**src/rtl/tmr_mon_pkg.sv**
```systemverilog
// Shared constants and helpers for the TMR error monitor.
// The helpers work on 32-bit values, so every width in the monitor must stay at or below 32 bits.
package tmr_mon_pkg;

    localparam int unsigned DEF_N_SRC       = 4;
    localparam int unsigned DEF_CNT_W       = 8;
    localparam int unsigned DEF_TOT_W       = 16;
    localparam int unsigned DEF_THRESHOLD   = 16;
    localparam int unsigned DEF_HOLD_CYCLES = 8;
    localparam int unsigned DEF_SEL_W       = 2;

    // Adds with a 33-bit intermediate and clamps the result to max_val.
    function automatic logic [31:0] sat_add(input logic [31:0] a, input logic [31:0] b,
                                            input logic [31:0] max_val);
        logic [32:0] sum;
        sum = {1'b0, a} + {1'b0, b};
        return (sum > {1'b0, max_val}) ? max_val : sum[31:0];
    endfunction

    function automatic logic [31:0] popcount(input logic [31:0] v);
        logic [31:0] n;
        n = '0;
        for (int i = 0; i < 32; i++) begin
            n = n + 32'(v[i]);
        end
        return n;
    endfunction

endpackage

```
**src/rtl/tmr_event_counter.sv**
```systemverilog
// Per-source rising-edge detector with saturating event counter and sticky flag.
module tmr_event_counter
    import tmr_mon_pkg::*;
#(
    parameter int unsigned CNT_W = DEF_CNT_W
) (
    input  logic             i_clk,
    input  logic             i_rst,
    input  logic             i_clear,
    input  logic             i_err,
    output logic             o_ev,
    output logic [CNT_W-1:0] o_cnt,
    output logic             o_sticky
);

    logic             r_err_q;
    logic [CNT_W-1:0] r_cnt;
    logic             r_sticky;
    logic             w_ev;

    assign w_ev     = i_err & ~r_err_q;
    assign o_ev     = w_ev;
    assign o_cnt    = r_cnt;
    assign o_sticky = r_sticky;

    always_ff @(posedge i_clk) begin
        if (i_rst) begin
            r_err_q  <= 1'b0;
            r_cnt    <= '0;
            r_sticky <= 1'b0;
        end else begin
            r_err_q <= i_err;
            // Clear reloads from the current event so a coincident edge is not lost.
            if (i_clear) begin
                r_cnt    <= {{(CNT_W-1){1'b0}}, w_ev};
                r_sticky <= w_ev;
            end else if (w_ev) begin
                if (r_cnt != {CNT_W{1'b1}}) begin
                    r_cnt <= r_cnt + CNT_W'(1);
                end
                r_sticky <= 1'b1;
            end
        end
    end

endmodule

```
**src/rtl/tmr_error_monitor.sv**
```systemverilog
// Collects voter tmrError levels, counts disagreement events and requests clock-gate refresh.
module tmr_error_monitor
    import tmr_mon_pkg::*;
#(
    parameter int unsigned N_SRC       = DEF_N_SRC,
    parameter int unsigned CNT_W       = DEF_CNT_W,
    parameter int unsigned TOT_W       = DEF_TOT_W,
    parameter int unsigned THRESHOLD   = DEF_THRESHOLD,
    parameter int unsigned HOLD_CYCLES = DEF_HOLD_CYCLES,
    parameter int unsigned SEL_W       = DEF_SEL_W
) (
    input  logic             clk,
    input  logic             rst,
    input  logic [N_SRC-1:0] err_in,
    input  logic             clear,
    output logic             gate_req,
    output logic [N_SRC-1:0] sticky,
    output logic             thr_irq,
    output logic             thr_flag,
    output logic [TOT_W-1:0] total_cnt,
    input  logic [SEL_W-1:0] rd_sel,
    output logic [CNT_W-1:0] rd_cnt
);

    localparam int unsigned HOLD_W  = $clog2(HOLD_CYCLES + 1);
    localparam logic [31:0] TOT_MAX = 32'((33'd1 << TOT_W) - 33'd1);

    logic [N_SRC-1:0]  w_ev;
    logic [CNT_W-1:0]  w_cnt [N_SRC];
    logic              w_cross;
    logic [31:0]       w_pop;
    logic [TOT_W-1:0]  w_total_inc;
    logic [TOT_W-1:0]  w_total_clr;
    logic [CNT_W-1:0]  w_rd;

    logic [HOLD_W-1:0] r_hold;
    logic [TOT_W-1:0]  r_total;
    logic              r_irq;
    logic              r_flag;
    logic [CNT_W-1:0]  r_rd;

    for (genvar gi = 0; gi < N_SRC; gi++) begin : g_src
        tmr_event_counter #(
            .CNT_W(CNT_W)
        ) u_cnt (
            .i_clk   (clk),
            .i_rst   (rst),
            .i_clear (clear),
            .i_err   (err_in[gi]),
            .o_ev    (w_ev[gi]),
            .o_cnt   (w_cnt[gi]),
            .o_sticky(sticky[gi])
        );
    end

    always_comb begin
        w_cross = 1'b0;
        w_rd    = '0;
        for (int i = 0; i < N_SRC; i++) begin
            // THRESHOLD <= max count, so a saturated counter can never re-cross.
            if (w_ev[i] && (w_cnt[i] == CNT_W'(THRESHOLD - 1))) begin
                w_cross = 1'b1;
            end
            if (32'(rd_sel) == 32'(i)) begin
                w_rd = w_cnt[i];
            end
        end
        w_pop       = popcount(32'(w_ev));
        w_total_inc = TOT_W'(sat_add(32'(r_total), w_pop, TOT_MAX));
        w_total_clr = TOT_W'(sat_add(32'd0, w_pop, TOT_MAX));
    end

    always_ff @(posedge clk) begin
        if (rst) begin
            r_hold  <= '0;
            r_total <= '0;
            r_irq   <= 1'b0;
            r_flag  <= 1'b0;
            r_rd    <= '0;
        end else begin
            // The hold timer ignores clear: a refresh window always runs to completion.
            if (|w_ev) begin
                r_hold <= HOLD_W'(HOLD_CYCLES);
            end else if (r_hold != '0) begin
                r_hold <= r_hold - HOLD_W'(1);
            end

            if (clear) begin
                r_total <= w_total_clr;
                r_irq   <= 1'b0;
                r_flag  <= 1'b0;
            end else begin
                r_total <= w_total_inc;
                r_irq   <= w_cross;
                r_flag  <= r_flag | w_cross;
            end

            r_rd <= w_rd;
        end
    end

    assign gate_req  = (r_hold != '0);
    assign thr_irq   = r_irq;
    assign thr_flag  = r_flag;
    assign total_cnt = r_total;
    assign rd_cnt    = r_rd;

endmodule

```
**config.mk**
```make
export PLATFORM = sky130hd
export DESIGN_NAME = tmr_error_monitor
export DESIGN_NICKNAME = d
export VERILOG_FILES = /design/src/rtl/tmr_mon_pkg.sv /design/src/rtl/tmr_event_counter.sv /design/src/rtl/tmr_error_monitor.sv
export SDC_FILE = /design/constraint.sdc
export NUM_CORES = 1
export LEC_CHECK = 0
export ABC_AREA = 1
export BUFFER_PORTS_ARGS = -buffer_cell sky130_fd_sc_hd__buf_2
export CAP_MARGIN = 10
export CORE_MARGIN = 1.5
export CORE_UTILIZATION = 50
export DETAILED_ROUTE_END_ITERATION = 10
export GPL_TIMING_DRIVEN = 0
export PLACE_DENSITY = 0.66
export SLEW_MARGIN = 15
export SYNTH_ARGS = -nofsm -noshare
export SYNTH_HDL_FRONTEND = slang
export SYNTH_SLANG_ARGS = --single-unit
```
**constraint.sdc**
```tcl
create_clock -name clk -period 6.72 [get_ports clk]
set_clock_uncertainty 0.05 [all_clocks]
set_input_delay 1.344 -clock clk [delete_from_list [all_inputs] [get_ports clk]]
set_output_delay 1.344 -clock clk [all_outputs]
set_load 0.02 [all_outputs]
```
Word level (Yosys, flattened, before mapping)
Cells that the tools add are included.

storage, ports and cells
  register bits = 70
  output and inout bits = 31
  word-level logic and storage cells = 112

cells by class
  add/sub/neg operators = 9
  order comparisons = 2
  equality and inequality tests = 11
  muxes and demuxes = 33
  bitwise logic cells = 9
  reductions and logical operators = 26

operators with widths
  cell                    number
  $mux W16                3
  $add A8 B1 Y8 const B   4
  $eq A8 B4 Y1 const B    4
  $mux W8                 4
  $ne A8 B8 Y1 const B    4
  $mux W1                 24
  $reduce_bool A2 Y1      9
  $add A16 B4 Y17         1
  $gt A17 B16 Y1 const B  1
  $gt A4 B16 Y1 const B   1
  $reduce_and A2 Y1       8
  $mux W4                 2
  $reduce_or A5 Y1        1
  $add A3 B1 Y4           1
  $and A1 B1 Y1           4
  $eq A2 B2 Y1 const B    2
  $logic_and A1 B1 Y1     4
  $not A1 Y1              4
  $reduce_bool A4 Y1      1
  $reduce_or A4 Y1        1
  $sub A4 B1 Y4 const B   1
  $add A2 B1 Y3           1
  $add A1 B1 Y2           1
  $eq A2 B1 Y1 const B    1
  3 further kinds         3

Logic depth before layout (Yosys ltp)
  word-level depth = 9
  depth in mapped cells = 14
  gate-level depth less buffers = 14

By module
Synthesis repeated with hierarchy kept, for this count alone.

second synthesis, totals
  cells, all modules = 597
  area, all modules = 4061.4 um2

modules (own cells, without submodules)
  module             instances  cells an instance  area an instance (um2)  sequential area each (um2)
  tmr_event_counter  4          79                 535.5                   200.2
  tmr_error_monitor  1          281                1919.3                  600.6

Worst setup path before layout
OpenSTA, ideal clock, no wires.

  path type = input to register
  from = input port err_in[1]
  to = register r_total[9], in the netlist total_cnt[9]
  setup time = 0.109 ns
  arrival = 3.528 ns
  path slack = 3.033 ns
  stages on the path = 14
  buffers on the path = 0
  cell sequence = inv_1 > nor2_4 > fa_1 > ha_1 > ha_1 > fa_1 > nand2_2 > nand2_2 > nand2_4 > nor2_8 > nand3_4 > nand3_1 > nand2_1 > inv_1

on the way
  longest elaborated chain between the ends = 8
  elaborated cells between the ends (all ways) = 10
  those cells by class = add/sub: 4; order compare: 2; mux: 3; bitwise: 1

RTL lines
  element               line                     source
  start, declared       tmr_error_monitor.sv:14  input logic [N_SRC-1:0] err_in,
  $and A1 B1 Y1 (*)     tmr_event_counter.sv:21  assign w_ev = i_err & ~r_err_q;
  $add A1 B1 Y2 (*)     tmr_mon_pkg.sv:24        n = n + 32'(v[i]);
  $add A2 B1 Y3 (*)     tmr_mon_pkg.sv:24
  $add A3 B1 Y4 (*)     tmr_mon_pkg.sv:24
  $add A16 B4 Y17       tmr_mon_pkg.sv:16        sum = {1'b0, a} + {1'b0, b};
  $gt A17 B16 Y1        tmr_mon_pkg.sv:17        return (sum > {1'b0, max_val}) ? max_val : sum[31:0];
  $mux W16              tmr_mon_pkg.sv:17
  $mux W16 (*)          tmr_error_monitor.sv:88  if (clear) begin
  end signal, assigned  tmr_error_monitor.sv:89  r_total <= w_total_clr;
  end signal, assigned  tmr_error_monitor.sv:93  r_total <= w_total_inc;
  end, declared         tmr_error_monitor.sv:37  logic [TOT_W-1:0] r_total;

Mark *: on every way between the ends. The rest lies on a longest branch, timed or not.
A chain may end at the register's enable or synchronous reset.

Worst setup path in the final report
  from = input port err_in[1]
  to = register r_total[7], in the netlist total_cnt[7]

The elaborated chain is that of the path after synthesis.

==> results.txt <==
The run finished with clean final reports. Yosys printed 0 warnings. Counting every net in the synthesized netlist gives 576.

The number of cells upsized or downsized after cts is 0. The share of total power consumed by net switching came out at 24.2%. The clock slew at the register clock pins of the worst setup and hold paths is around 0.080 ns. The vias per cell is 5.19. The total buffers and inverters traversed by the critical path is 3. The mean instance size in the synthesized netlist is 7.07 sq um.

The count of state elements after synthesis came out at 70. The initial utilization of the core area, before any placement, comes to approximately half. The number of hold violations in the final report came out at 0. Pin placement for this block handled 40 I/O pins.

The max-cap violation count came out at 0. The cell at the slowest stage of the critical path is fa_1. The actual transition at the worst max-transition pin is 0.686 ns. The width of the chip came out at 91.4 um. The wire length of the first global-routing pass is around 16000 um. The post-CTS setup buffer count is 0.

Of all cell types, the one taking the most synthesized area is dfxtp_1. For this block, the initial DRC count from the detailed router was 210. The worst reg2reg path depth came out at 12.

The design internal power came out at between 0.7 and 0.8 mW. The number of enable-type register cells in the synthesized netlist came out at 0. The largest net degree at the start of global routing came out at 13. Ranked by total cell area, the synthesized netlist is headed by dfxtp_1, nand2_1, inv_1. After layout, the minimum clock period comes to 3.72 ns.

Detailed placement finished with a half-perimeter wire length of around 7200 um. Data on the critical path is required at its endpoint by 6.93 ns. In this run the vertical extent of the chip is 91.4 um. Buffers inserted to repair hold after CTS numbered 0. The number of clock sinks is 70. The share of the synthesized area in the top cell type came out at 35.9%.

The placed cell count is 693. The average wire length per cell after detail routing is 13.4 um. The count of standard-cell rows came out at 32. The worst hold slack is 0.406 ns. In this run the worst hold path is classified as flip-flop to flip-flop. The number of global-route vias before repair came out at between 3000 and 4000. The overflow left after global routing came out at 0. The number of I/O port buffers is 38. Counting buffers and inverters, the worst setup path is 14 cells deep.

On the critical path the largest part of the delay comes from adder cells. TritonCTS built the clock tree. The highest clock rate came out at 0.268 GHz. In this run, the combinational gates consume 10.1% of the power.

The global-route usage over all layers is 24.1%. The congestion estimate from routability-driven global placement came to 0.888. After synthesis, the netlist uses 40 different library cells.

The die covers 8350 sq um. Counting flops with an async set or reset pin after synthesis yields a share of 0%. The maximum single-stage delay on the critical path came out at 0.48 ns. The analysis attributes to net switching a power of around 0.24 mW.

The post-layout utilization of the core is about three fifths. After layout, the worst path uses 55.4% of the clock period. The clock network fraction of design power came out at 46.3%. The number of buffers created by CTS came out at 9. The sequential share of the synthesized area came out at 35.9%.

The number of DRC violations after detailed routing is 0. The first detailed-routing pass took 5 iterations. The commonest register cell after synthesis is dfxtp_1. The insertion delay of the later-clocked pin in the worst-skew pair came out at 0.35 ns. In this run the static leakage power is 2.11 nW. The fraction of layout cells with a size suffix above 1 came out at approximately 16%.

The CTS H-tree depth is 3. The area of the placeable core is roughly 7600 sq um. The clock passes through at most 2 buffers. Setup repair after global routing left no endpoint under its margin. The setup violation total in the final timing report came out at 0.

The worst setup slack after layout is 3.00 ns. In the layout the commonest cells are nand2_1, inv_1, dfxtp_1, nor2_1, a21oi_1. The number of nets with antenna violations after detailed routing is 0. The fraction of power consumed by sequential logic came out at 43.6%.

Fill cells in the final layout number 766. The remaining max-slew budget at the tightest pin came out at 54.2%. The worst endpoint data arrival time came out at 3.93 ns. The power density relative to cell area is 221 nW/um^2.

The total via count in the routed design came out at 3682. In the final design database the tool counted 625 nets. The layout overhead on the synthesized area is 15.0%.

Walking the worst path, the cells encountered are buf_2 > inv_1 > nor2_4 > fa_1 > ha_1 > ha_1 > ha_1 > nand3_1 > nand3_1 > nand2_1 > xor2_1 > nand2_1 > nand2_1 > inv_1. The worst setup path is of the input port to flip-flop kind. In this run the worst path has a maximum fanout of 10. Summed over all layers, the routed wires come to approximately 9500 um.

The post-synth design cell area is 3910 sq um. Counting instances, the worst hold path has a depth of 2. The most frequent standard cell in the layout excluding fill and tap cells is nand2_1. The max-slew violation total from the final report was 0. The aggregate negative setup slack came out at 0 ns. The root buffer cell chosen for the clock tree is clkbuf_8. The initial antenna violation count came out at 0. The post-route non-filler standard cell count is 709. The instance count of the mapped netlist is between 500 and 600. The type of element launching the critical path is an input port. The maximum VDD drop came out at 0.104 mV.

The final antenna diode count is 0. The post-place setup slack is 2.64 ns. STA classifies the critical path endpoint as a flip-flop.
==> power by group through the flow <==
stage | combinational (mW) | clock [mW] | sequential (mW)
after floorplan | 0.0658 | 0 | 0.446
after global placement | 0.0975 | 0 | 0.443
after detailed placement | 0.0995 | 0 | 0.443
after CTS | 0.100 | 0.465 | 0.433
after global routing | 0.112 | 0.485 | 0.435
final | 0.100 | 0.461 | 0.433
==> per-stage QoR <==
| stage | total power [mW] | area, sq um |
|---|---|---|
| after floorplan | 0.512 | 3910 |
| after detailed placement | 0.542 | 4230 |
| after global placement | 0.540 | 4230 |
| after global routing | 1.03 | 4500 |
| after CTS | 0.998 | 4500 |
| final | 0.994 | 4500 |
==> worst reg2reg max path, delay by kind of cell, from the launching register on <==
| kind | cells | cell delay, ns |
|---|---|---|
| adders and majority gates | 4 | 1.34 |
| and+or+nand+nor | 6 | 0.93 |
| DFF | 1 | 0.33 |
| xor gates and xnor gates | 1 | 0.17 |
| buffers and inverters | 1 | 0.03 |
==> metal layers <==
layer	GRT usage [%]	part of all wire [%]	vias to the layer above	routed length (um)
met5	0	0	-	0
li1	-	-	1862	-
met4	10.9	3.0	0	288
met1	32.0	47	1690	4480
met2	38.4	45	107	4310
met3	3.85	4.5	23	430
==> cell families after synthesis <==
group	share of synthesized area, %
buf+inv	9.99
flops	35.9
fa+ha+maj	4.87
simple gates	33.3
xor+xnor	3.81
compound gates	12.1
==> Yosys cell counts (3+ instances only) <==
cell,count
inv_2,3
o221ai_1,5
nand2_4,4
buf_2,3
buf_4,5
nand3_1,27
nand4_4,3
nand2_2,7
nand4_1,10
nor2_2,3
nor2_4,7
o21ai_0,26
nand2_1,132
nor2_1,52
a21oi_1,46
inv_1,83
xor2_1,13
ha_1,12
dfxtp_1,70
nor3_1,12
xnor2_1,4
==> state kept, by name, summed over array words and instances, names as in the netlist <==
name and count:
g_src.u_cnt.o_sticky 4, thr_irq 1, thr_flag 1, rd_cnt 8, total_cnt 16, g_src.u_cnt.r_err_q 4, r_hold 4, g_src.u_cnt.o_cnt 32
==> final timing paths <==
kind,from,endpoint,slack (ns)
worst min-delay path,thr_flag,thr_flag,0.41
worst max-delay path,err_in[1],total_cnt[7],3.00
worst max register to register,g_src[1].u_cnt.r_err_q,total_cnt[7],3.77
worst min register to register,thr_flag,thr_flag,0.41
==> cell type report <==
class | count | area, sq um | share of cell area [%]
Multi-Input combinational cell | 385 | 2120 | 47.1
Sequential cell | 70 | 1400 | 31.2
Inverter | 87 | 327 | 7.26
Timing Repair Buffer | 38 | 190 | 4.23
Clock buffer | 10 | 138 | 3.06
Clock inverter | 6 | 133 | 2.95
Tap cell | 102 | 128 | 2.84
Buffer | 11 | 63.8 | 1.42
No activity file was read; power rests on OpenSTA's default activity.
